<file path="config.mk">
export PLATFORM = sky130hd
export DESIGN_NAME = univ_shift_reg
export DESIGN_NICKNAME = d
export VERILOG_FILES = /design/src/rtl/univ_shift_reg.sv
export SDC_FILE = /design/constraint.sdc
export NUM_CORES = 1
export LEC_CHECK = 0
export ABC_CLOCK_PERIOD_IN_PS = 2500
export CORE_MARGIN = 2
export CORE_UTILIZATION = 45
export CTS_CLUSTER_SIZE = 8
export DETAILED_ROUTE_END_ITERATION = 8
export PLACE_DENSITY = 0.82
export SLEW_MARGIN = 20
export SYNTH_ARGS = -nofsm -noshare
export SYNTH_HDL_FRONTEND = slang
export SYNTH_SLANG_ARGS = --single-unit
</file>
<file path="constraint.sdc">
create_clock -name clk -period 2.5 [get_ports clk]
set_input_delay 0.75 -clock clk [delete_from_list [all_inputs] [get_ports clk]]
set_output_delay 0.75 -clock clk [all_outputs]
set_load 0.005 [all_outputs]
</file>
<file path="src/rtl/univ_shift_reg.sv">
// Universal shift register: manual hold/shift/load modes plus an automatic
// LSB-first serialise burst driven by a two-state controller.

module usr_cell (
  input  logic [1:0] op,
  input  logic       cur,
  input  logic       hi,
  input  logic       lo,
  input  logic       ld,
  output logic       nxt
);
  // op shares the mode encoding: hold, shift right, shift left, load
  always_comb begin
    nxt = cur;
    case (op)
      2'b01:   nxt = hi;
      2'b10:   nxt = lo;
      2'b11:   nxt = ld;
      default: nxt = cur;
    endcase
  end
endmodule

module univ_shift_reg #(
  parameter int                 WIDTH     = 8,
  parameter logic [WIDTH-1:0]   RESET_VAL = '0
) (
  input  logic                         clk,
  input  logic                         rst_n,
  input  logic                         en,
  input  logic [1:0]                   mode,
  input  logic                         sin_r,
  input  logic                         sin_l,
  input  logic [WIDTH-1:0]             pdin,
  input  logic                         start,
  output logic [WIDTH-1:0]             q,
  output logic                         sout_r,
  output logic                         sout_l,
  output logic                         busy,
  output logic                         done,
  output logic [$clog2(WIDTH+1)-1:0]   cnt
);
  localparam int CW = $clog2(WIDTH+1);
  localparam logic [1:0] OP_HOLD = 2'b00;
  localparam logic [1:0] OP_SR   = 2'b01;
  localparam logic [1:0] OP_LD   = 2'b11;

  typedef enum logic {IDLE, SHIFT} state_t;

  state_t            state, state_nxt;
  logic [CW-1:0]     cnt_nxt;
  logic              done_nxt;
  logic [1:0]        op;
  logic [WIDTH-1:0]  q_nxt, from_hi, from_lo;

  assign from_hi = {sin_r, q[WIDTH-1:1]};
  assign from_lo = {q[WIDTH-2:0], sin_l};
  assign sout_r  = q[0];
  assign sout_l  = q[WIDTH-1];
  assign busy    = (state == SHIFT);

  // Controller picks the datapath op; start wins over mode, and in SHIFT
  // both are ignored. en=0 forces hold and drops any pending done.
  always_comb begin
    state_nxt = state;
    cnt_nxt   = cnt;
    done_nxt  = 1'b0;
    op        = OP_HOLD;
    if (en) begin
      case (state)
        IDLE: begin
          if (start) begin
            op        = OP_LD;
            cnt_nxt   = CW'(WIDTH);
            state_nxt = SHIFT;
          end else begin
            op = mode;
          end
        end
        SHIFT: begin
          op      = OP_SR;
          cnt_nxt = cnt - CW'(1);
          if (cnt == CW'(1)) begin
            state_nxt = IDLE;
            done_nxt  = 1'b1;
          end
        end
        default: state_nxt = IDLE;
      endcase
    end
  end

  for (genvar i = 0; i < WIDTH; i++) begin : g_cell
    usr_cell u_cell (
      .op  (op),
      .cur (q[i]),
      .hi  (from_hi[i]),
      .lo  (from_lo[i]),
      .ld  (pdin[i]),
      .nxt (q_nxt[i])
    );
  end

  always_ff @(posedge clk or negedge rst_n) begin
    if (!rst_n) begin
      state <= IDLE;
      q     <= RESET_VAL;
      cnt   <= '0;
      done  <= 1'b0;
    end else begin
      state <= state_nxt;
      q     <= q_nxt;
      cnt   <= cnt_nxt;
      done  <= done_nxt;
    end
  end
endmodule

</file>
==> results.sh <==
export IMPL_maxCapViolCount=0
export IMPL_status="finished clean"
export IMPL_startpoint_type="primary input"
export IMPL_clk_pin_slew_worst_paths_ns=0.09
export IMPL_path_class="primary input to flip-flop"
export IMPL_leakage_nw=0.494
export IMPL_cts_buffers=3
export IMPL_fin_skew_ns=0.00217
export IMPL_nets=105
export IMPL_viasPerCell=5.28
export IMPL_rsz0062_at_grt="false"
export IMPL_ys_seq_area_frac=0.431
export IMPL_drive_gt1_frac=0.105
export IMPL_synthXorXnorAreaFrac=0
export IMPL_reg2reg_slack_ns=0.69
export IMPL_timing_rr_start="busy"
export IMPL_relSlewSlack=0.579
export IMPL_drv_slew=0
export IMPL_cts_setup_buffers=0
export IMPL_worstSkewPairLatency_ns=0.29
export IMPL_synth_area_leaders="dfrtp_1, mux4_1, buf_4"
export IMPL_antenna_found_initial=0
export IMPL_critPathMaxFanout=8
export IMPL_cts_sinks=14
export IMPL_worst_pin_slew_ns=0.630
export IMPL_end_kind="flip-flop"
export IMPL_yosys_area_top_type="dfrtp_1"
export IMPL_overflow=0
export IMPL_rr_endpoint="q[2]"
export IMPL_p_per_area_mw_per_mm2=1040
export IMPL_holdWs_ns=0.559
export IMPL_wl_um=1630
export IMPL_h_tree_depth=1
export IMPL_cp_cell_sequence="clkdlybuf4s50_1 -> o31ai_4 -> mux4_1"
export IMPL_firstDrtPassIters=4
export IMPL_cts_resized=0
export IMPL_fin_crit_ns=2.19
export IMPL_grt_max_degree=15
export IMPL_irDropWorstVdd_mv=0.707
export IMPL_synth_top_family_by_area="multiplexers"
export IMPL_synth_simple_area_share=0.0585
export IMPL_syn_nets=77
export IMPL_cp_slowest_cell="mux4_1"
export IMPL_arrival_ns=2.35
export IMPL_cts_max_path_buffers=2
export IMPL_drc_errors=0
export IMPL_syn_area_um2=813
export IMPL_synthMuxAreaShare=0.288
export IMPL_holdPathEnd="cnt[1]"
export IMPL_grt_usage=0.165
export IMPL_hold_path_depth=2
export IMPL_clockRootBuffer="clkbuf_4"
export IMPL_hold_violations=0
export IMPL_grt_pass1_vias=525
export IMPL_fmax_mhz=457
export IMPL_die_height_um=46.5
export IMPL_fin_tns_setup_ns=0
export IMPL_synth_top_cell_area_share=0.431
export IMPL_place_gp_congestion=0.742
export IMPL_nFillCells=122
export IMPL_crit_path_max_incr_delay_ns=0.63
export IMPL_drtIter0Drc=8
export IMPL_synthAdderAreaFrac=0.0308
export IMPL_core_mm2=0.00171
export IMPL_yosys_warnings=0
export IMPL_routedWlPerCell_um=14.7
export IMPL_setup_violations=0
export IMPL_grt_pass1_wl_um=2370
export IMPL_ioPinCount=32
export IMPL_rr_worst_depth=2
export IMPL_fin_crit_sh=0.876
export IMPL_cts_hold_buf=0
export IMPL_synth_compound_area_frac=0.0846
export IMPL_holdCritPathClass="flip-flop to flip-flop"
export IMPL_ys_ff_latch=14
export IMPL_num_rows=15
export IMPL_ant_nets=0
export IMPL_yosys_cell_types_count=18
export IMPL_worstPathRequired_ns=2.66
export IMPL_dr_total_vias=586
export IMPL_synth_cells=59
export IMPL_die_x_um=46.5
export IMPL_fp_dieArea_mm2=0.00216
export IMPL_area_growth_syn_to_layout_pct=38.9
export IMPL_n_antenna_cell=0
export IMPL_cts_tree="yes"
export IMPL_port_buffers=31
export IMPL_syn_avg_cell_area_um2=13.8
export IMPL_start_util=0.476
export IMPL_hold_path_startpoint="cnt[1]"
==> layout by cell type (no fill, tap or decap), drive strengths merged <==
cell,instances
dfrtp,14
nor2,1
nor4b,1
inv,3
clkbuf,4
nand2,5
buf,2
o31ai,1
a22o,1
o21ai,3
a21oi,2
o211ai,1
clkdlybuf4s50,31
nor2b,1
mux4,7
ha,2
nor3,2
mux2i,5
==> metrics by stage <==
step / setup slack, ns / utilization / cells / total power [W] / area, µm²
detailed placement: 0.0158 / 0.640 / 107 / 0.00101 / 1090
CTS: 0.309 / 0.662 / 111 / 0.00119 / 1130
global route: 0.267 / 0.662 / 111 / 0.00126 / 1130
floorplan: 0.628 / - / 59 / 0.000778 / 813
global placement: 0.0841 / 0.640 / 107 / 0.000984 / 1090
finish: 0.310 / 0.662 / 111 / 0.00117 / 1130
==> worst max-delay path: cells and delay by family <==
family / cells / cell delay (ns)
mux: 1 / 0.63
compound gates: 1 / 0.50
buf+inv: 1 / 0.46
==> worst max-delay path by stage <==
stage / startpoint / to / slack [ns] / cells after the start
finish: start / q[2] / 0.31 / 3
global route: start / q[2] / 0.27 / 3
global placement: start / q[3] / 0.08 / 3
CTS: start / q[2] / 0.31 / 3
floorplan: start / q[1] / 0.63 / 2
detailed placement: start / q[5] / 0.02 / 3
==> routing by layer <==
metal	GRT usage	vias to the layer above	wire [µm]
met1	0.208	285	706
li1	-	271	-
met2	0.264	26	817
met4	0.0514	0	26
met5	0	-	0
met3	0.0588	4	82
==> synth_stat cells, drive strengths merged <==
library cell	n
mux4	7
nor2b	1
o31ai	1
ha	2
o21ai	3
nor4b	1
nor3	2
a21oi	2
a22o	1
nor2	1
nand2	5
mux2i	5
dfrtp	14
inv	3
o211ai	1
buf	10
==> logic make-up (layout without fill, tap and decap cells) <==
kind of cell               count (synthesis)  count (layout)
AOI/OAI and AO/OA                          8               8
adders and majority gates                  2               2
buffers and inverters                     13              40
DFF                                       14              14
muxes                                     12              12
and+or+nand+nor                           10              10
==> where the power goes <==
part	total, W	leakage (nW)	switching (W)	internal, W
sequential	0.000464	0.166	0.000130	0.000335
clock	0.000169	0.0210	0.0000805	0.0000888
combinational	0.000539	0.307	0.000164	0.000375
total	0.00117	0.494	0.000374	0.000798
==> area by class of cell <==
type / count / area [µm²] / share of cell area
multi-input combinational: 32 / 375 / 0.332
sequential: 14 / 350 / 0.310
timing repair buffer: 33 / 325 / 0.288
clock buffer: 4 / 36.3 / 0.0321
tap: 25 / 31.3 / 0.0277
inverter: 3 / 11.3 / 0.00997
==> state kept, by name (all words and copies together), names as in the netlist <==
name / count
q: 8
busy: 1
cnt: 4
done: 1
Power figures use the tool's default switching activity.
